## config.mk

```make
export PLATFORM = sky130hd
export DESIGN_NAME = bubble_data_sequencer
export DESIGN_NICKNAME = d
export VERILOG_FILES = /design/src/rtl/bubble_data_sequencer.sv
export SDC_FILE = /design/constraint.sdc
export NUM_CORES = 1
export LEC_CHECK = 0
export BUFFER_PORTS_ARGS = -buffer_cell sky130_fd_sc_hd__clkbuf_2
export CELL_PAD_IN_SITES_DETAIL_PLACEMENT = 0
export CELL_PAD_IN_SITES_GLOBAL_PLACEMENT = 1
export CORE_ASPECT_RATIO = 1.2
export CORE_MARGIN = 1
export CORE_UTILIZATION = 30
export CTS_CLUSTER_DIAMETER = 50
export DETAILED_ROUTE_END_ITERATION = 12
export PLACE_DENSITY = 0.59
export SLEW_MARGIN = 20
export SYNTH_ARGS = -nofsm -noshare
export SYNTH_HDL_FRONTEND = slang
export SYNTH_SLANG_ARGS = --single-unit
```

## constraint.sdc

```tcl
create_clock -name master_clock -period 5.5 [get_ports master_clock]
set_input_delay 1.1 -clock master_clock [delete_from_list [all_inputs] [get_ports master_clock]]
set_output_delay 1.1 -clock master_clock [all_outputs]
set_load 0.05 [all_outputs]
```

## src/rtl/bubble_data_sequencer.sv

```systemverilog
// Bubble data sequencer: tracks the emulated loop position, fetches the
// matching bit from the page buffer and drives it out on each strobe fall.
module bubble_data_sequencer #(
    parameter int   LOOP_LENGTH = 2053,
    parameter int   POS_WIDTH   = 12,
    parameter logic IDLE_BIT    = 1'b0
) (
    input  logic                 master_clock,
    input  logic                 master_reset,
    input  logic                 position_change,
    input  logic                 position_latch,
    input  logic                 page_select,
    input  logic                 data_out_notice,
    input  logic                 data_out_strobe,
    input  logic                 coil_enable,
    output logic                 read_request,
    output logic [POS_WIDTH:0]   read_address,
    input  logic                 read_ack,
    input  logic                 read_data,
    output logic                 bubble_out,
    output logic [POS_WIDTH-1:0] latched_position,
    output logic                 position_valid,
    output logic                 fetch_miss
);

    localparam logic [POS_WIDTH-1:0] POS_LAST = POS_WIDTH'(LOOP_LENGTH - 1);
    localparam logic [POS_WIDTH-1:0] POS_ONE  = POS_WIDTH'(1);

    typedef enum logic [1:0] {
        IDLE,
        REQ,
        HOLD
    } state_e;

    logic                 chg_q, lat_q, ntc_q, stb_q;
    logic                 chg_rise, lat_rise, ntc_rise, stb_fall;
    logic [POS_WIDTH-1:0] pos_q, pos_d;
    logic [POS_WIDTH-1:0] lpos_q, lpos_d;
    logic                 pvalid_q, pvalid_d;
    state_e               state_q, state_d;
    logic                 req_q, req_d;
    logic [POS_WIDTH:0]   addr_q, addr_d;
    logic                 held_q, held_d;
    logic                 bout_q, bout_d;
    logic                 miss_q, miss_d;

    assign chg_rise = position_change & ~chg_q;
    assign lat_rise = position_latch & ~lat_q;
    assign ntc_rise = data_out_notice & ~ntc_q;
    assign stb_fall = ~data_out_strobe & stb_q;

    always_comb begin
        pos_d    = pos_q;
        lpos_d   = lpos_q;
        pvalid_d = pvalid_q;
        state_d  = state_q;
        req_d    = req_q;
        addr_d   = addr_q;
        held_d   = held_q;
        bout_d   = bout_q;
        miss_d   = miss_q;

        // Stopped coils freeze the loop even if the generator still pulses.
        if (chg_rise && !coil_enable) begin
            pos_d = (pos_q == POS_LAST) ? '0 : pos_q + POS_ONE;
        end

        if (lat_rise) begin
            lpos_d   = pos_q;
            pvalid_d = 1'b1;
        end

        unique case (state_q)
            IDLE: begin
                if (ntc_rise) begin
                    state_d = REQ;
                    req_d   = 1'b1;
                    addr_d  = {page_select, pos_d};
                end
            end
            REQ: begin
                // A strobe fall wins over a same-cycle ack.
                if (stb_fall) begin
                    state_d = IDLE;
                    req_d   = 1'b0;
                    miss_d  = 1'b1;
                    bout_d  = IDLE_BIT;
                end else if (read_ack) begin
                    state_d = HOLD;
                    req_d   = 1'b0;
                    held_d  = read_data;
                end
            end
            HOLD: begin
                if (stb_fall) begin
                    state_d = IDLE;
                    bout_d  = held_q;
                end
            end
            default: state_d = IDLE;
        endcase
    end

    always_ff @(posedge master_clock or posedge master_reset) begin
        if (master_reset) begin
            chg_q    <= 1'b0;
            lat_q    <= 1'b0;
            ntc_q    <= 1'b0;
            stb_q    <= 1'b0;
            pos_q    <= '0;
            lpos_q   <= '0;
            pvalid_q <= 1'b0;
            state_q  <= IDLE;
            req_q    <= 1'b0;
            addr_q   <= '0;
            held_q   <= IDLE_BIT;
            bout_q   <= IDLE_BIT;
            miss_q   <= 1'b0;
        end else begin
            chg_q    <= position_change;
            lat_q    <= position_latch;
            ntc_q    <= data_out_notice;
            stb_q    <= data_out_strobe;
            pos_q    <= pos_d;
            lpos_q   <= lpos_d;
            pvalid_q <= pvalid_d;
            state_q  <= state_d;
            req_q    <= req_d;
            addr_q   <= addr_d;
            held_q   <= held_d;
            bout_q   <= bout_d;
            miss_q   <= miss_d;
        end
    end

    assign read_request     = req_q;
    assign read_address     = addr_q;
    assign bubble_out       = bout_q;
    assign latched_position = lpos_q;
    assign position_valid   = pvalid_q;
    assign fetch_miss       = miss_q;

endmodule

```

# ---- Word level (Yosys, flattened, before mapping)
# Index checks and enable logic that the tools add are counted.
# W data, S select, Z words.
dict set report word_totals {
  reg_bits 48
  inputBits 10
  word_cells 55
}
dict set report classes {
  n_addsub 1
  n_eq_ne 7
  mux 14
  bitwise_logic 9
  n_reduce_logical 11
}
# op count
set ops {}
lappend ops {{$mux W12} 2}
lappend ops {{$add A12 B1 Y12 const B} 1}
lappend ops {{$eq A12 B12 Y1 const B} 1}
lappend ops {{$reduce_and A3 Y1} 4}
lappend ops {{$mux W2} 4}
lappend ops {{$ne A2 B2 Y1 const B} 3}
lappend ops {{$pmux W2 S3} 1}
lappend ops {{$mux W1} 5}
lappend ops {{$not A1 Y1} 5}
lappend ops {{$and A1 B1 Y1} 4}
lappend ops {{$pmux W1 S2} 2}
lappend ops {{$reduce_and A2 Y1} 2}
lappend ops {{$reduce_bool A2 Y1} 2}
lappend ops {{$ne A3 B3 Y1 const B} 1}
lappend ops {{$eq A2 B1 Y1 const B} 1}
lappend ops {{$eq A2 B2 Y1 const B} 1}
lappend ops {{$logic_not A2 Y1} 1}
lappend ops {{$logic_and A1 B1 Y1} 1}
lappend ops {{$logic_not A1 Y1} 1}

# ---- Logic depth before layout (Yosys ltp)
dict set report logic_depth {
  word_depth 4
  ltp_mapped 6
  depth_no_buf 6
}

# ---- Worst setup path after synthesis
# No wires, ideal clock.
dict set report synth_timing {
  kind {input to register}
  start {in coil_enable}
  end {reg addr_q[11], in the netlist read_address[11]}
  setup_time_ns 0.074
  arrival_ns 2.387
  t_required_ns 5.426
  setup_slack_ns 3.039
  path_stages 5
  n_path_buf 1
  cell_sequence {or3b_1 -> buf_6 -> or4_4 -> and2_4 -> a21oi_2}
}
dict set report synth_via {
  elab_chain_len 3
}
# item line_no
set synth_lines {}
lappend synth_lines {{start, declared} 15} ;# input logic coil_enable,
lappend synth_lines {{$logic_not A1 Y1} 64} ;# if (chg_rise && !coil_enable) begin
lappend synth_lines {{$logic_and A1 B1 Y1} 64}
lappend synth_lines {{$mux W12} 64}
lappend synth_lines {{end signal, assigned} 129} ;# addr_q <= addr_d;
lappend synth_lines {{end, declared} 42} ;# logic [POS_WIDTH:0] addr_q, addr_d;
# Every way passes these cells.
# A chain may end at the register's enable or synchronous reset.

# ---- Worst setup path in the final report
dict set report layout_timing {
  start {in position_change}
  end {reg addr_q[11], in the netlist read_address[11]}
}
dict set report layout_via {
  elab_chain_len 3
}
# item line_no
set layout_lines {}
lappend layout_lines {{start, declared} 10} ;# input logic position_change,
lappend layout_lines {{$and A1 B1 Y1} 47} ;# assign chg_rise = position_change & ~chg_q;
lappend layout_lines {{$logic_and A1 B1 Y1} 64}
lappend layout_lines {{$mux W12} 64}
# Every way passes these cells.

==> reports/results.tsv <==
metric	value	unit
fin nets	224	
Syn-to-layout area delta	17.8	%
setup TNS	0	ns
Yosys cell types	40	
initial antenna violation count	0	
CP max FO	8	
Post-Route WL	4080	um
synthesized area	2040	sq um
die area	7120	sq um
max-cap viol count	0	
worst-skew pair later-pin latency	0.30	ns
CTS Buffer Depth	2	
syn nets	186	
CTS sink count	48	
GR Overflow Total	0	
FF/Latch Area	1200	sq um
detailed placement HPWL	2960	um
fmax	430	MHz
Fin. Hold Viols	0	
Crit Path Class	input port to register	
Synth top area share	0.590	
footprint of the multi-input gates	769	sq um
Clock Skew	0.00535	ns
wire per inst	13.7	um
R2R Setup Slk	3.55	ns
# hold bufs at CTS	0	
Post-CTS Setup Inserts	0	
Final Power	1.05	mW
area of placed instances	2300	sq um
TritonRoute pass-1 iters	5	
CP startpoint kind	input port	
antenna-violating nets left	0	
die width	77.2	um
largest cells by area after synthesis	dfrtp_1, mux2_2, nand2_1	
share of layout cells above drive strength 1	0.319	
Slew @ Worst Pin	0.820	ns
CTS tree	done	
Post-Synthesis Cells	174	
Worst-path clk slew	0.09	ns
DRC violations left	0	
buffers added on ports	38	
min cycle time layout	2.33	ns
CP Capture Type	register	
clock root buffer	clkbuf_8	
utilization after layout	0.370	
num ports	39	
cell family with most CP delay	simple AND/OR/NAND/NOR gates	
required time worst endpoint	5.74	ns
largest net degree at the start of global routing	49	
clock buffer count from CTS	5	
CP arrival	2.57	ns
Seq/Total Area, Yosys	0.590	
Die Span Y	92.3	um
Synth Warn #	0	
starting density of the core	0.314	
CTS H-tree depth	2	
Rel. slew slack	0.453	
Starting DRT DRC Count	67	
Cell Pwr Density	438	nW/um^2
Antenna diodes	0	
Via-to-Cell Ratio	4.71	
row count	32	
routability cong.	0.785	
Worst VDD drop	0.183	mV
core area	6490	sq um
cells along the critical path	clkbuf_2 -> or3b_1 -> or4_4 -> and2_4 -> a21oi_2	
final period utilization	0.423	
endpoints failing setup	0	
Slowest-stage cell, CP	or4_4	
status	complete, no violations	
global-route wire length before repair	6970	um
Final Max Slew Viols	0	
worst path buffer plus inverter count	1	
post-route cell area	2400	sq um
RSZ-0062 raised after global routing	no	
gr usage total	0.127	
synthesized flop and latch total	48	
area leader, netlist	dfrtp_1	
Worst Hold Class	register to register	
post_cts resized	0	
Via Count	1403	
vias in the first global route	1392	
crit-path max cell delay	0.58	ns
Mapped Avg Cell Area	11.7	sq um
# fillers	674	
P_leak	1.13	nW
[metal layers]
layer  GRT usage  part of all wire  vias to the layer above
met2       0.209              0.49                       37
met4      0.0519             0.018                        0
met5           0                 0                        -
met3      0.0318             0.045                        8
met1       0.158              0.45                      676
li1            -                 -                      682
[worst paths after layout]
kind / from / to / cells past startpoint
max in group asynchronous: master_reset / pos_q[11] / 2
min in group asynchronous: master_reset / pos_q[0] / 2
max reg2reg: pos_q[1] / read_address[6] / 5
min: fetch_miss / fetch_miss / 1
max: position_change / read_address[11] / 5
min reg2reg: fetch_miss / fetch_miss / 1
[final cells by class]
cell class                 count  area share
timing repair buffer          39      0.0824
tap                           85      0.0443
multi-input combinational    111       0.321
sequential                    48       0.501
inverter                       7      0.0115
clock inverter                 2     0.00626
clock buffer                   6      0.0344
[kinds of logic (layout without fill, tap and decap cells)]
family                     Yosys count  count (layout)  synth area share
AOI/OAI and AO/OA                   22              22            0.0663
xor gates and xnor gates             8               8            0.0344
adders and majority gates            2               2            0.0123
buffers and inverters               15              54            0.0326
DFF                                 48              48             0.590
muxes                               17              17            0.0934
and+or+nand+nor                     62              62             0.171
[where the power goes]
group          switching [mW]  internal (mW)
registers              0.0604          0.421
clock network           0.121          0.102
logic                   0.250         0.0952
total                   0.432          0.618
[metrics by stage]
stage               setup slack, ns  hold WS (ns)  instances
finish                         3.17         0.465        298
global placement               2.87         0.442        290
detailed placement             2.85         0.448        290
floorplan                      3.04         0.480        174
CTS                            3.17         0.471        298
global route                   3.12         0.483        298
[cell usage in the layout, fill, tap and decap left out, types with 3 or more instances in the layout]
cell type  count
nand3_1        5
mux2_2        15
inv_1          6
xnor2_1        5
nand4_1        4
a21oi_1        3
dfrtp_1       48
nor3_1         4
nor2_1        12
nor2b_1        3
clkbuf_2      38
nand2b_1       4
clkbuf_8       6
o21ai_0       10
nand2_1       15
xor2_1         3
[cell usage after synthesis (all sizes together)]
master,count
or4,2
xor2,3
and2,1
nand2,15
nor4b,1
mux2,16
a22o,1
nand2b,4
nor2b,3
xnor2,5
o21ai,10
nand4bb,1
a21oi,4
nor3b,1
nor2,12
o22ai,1
a41o,1
or3b,1
nand4b,1
nor3,5
ha,2
nor4bb,2
clkbuf,5
and3,2
inv,7
nand3,5
a31oi,2
a21o,2
mux2i,1
o22a,1
dfrtp,48
buf,3
nand4,4
nor4,2
[flip-flops by register name, indices dropped and copies added, names as in the netlist]
signal	flops
chg_q	1
lat_q	1
ntc_q	1
read_request	1
held_q	1
latched_position	12
stb_q	1
bubble_out	1
state_q	2
pos_q	12
read_address	13
fetch_miss	1
position_valid	1
No activity file was read; power rests on OpenSTA's default activity.
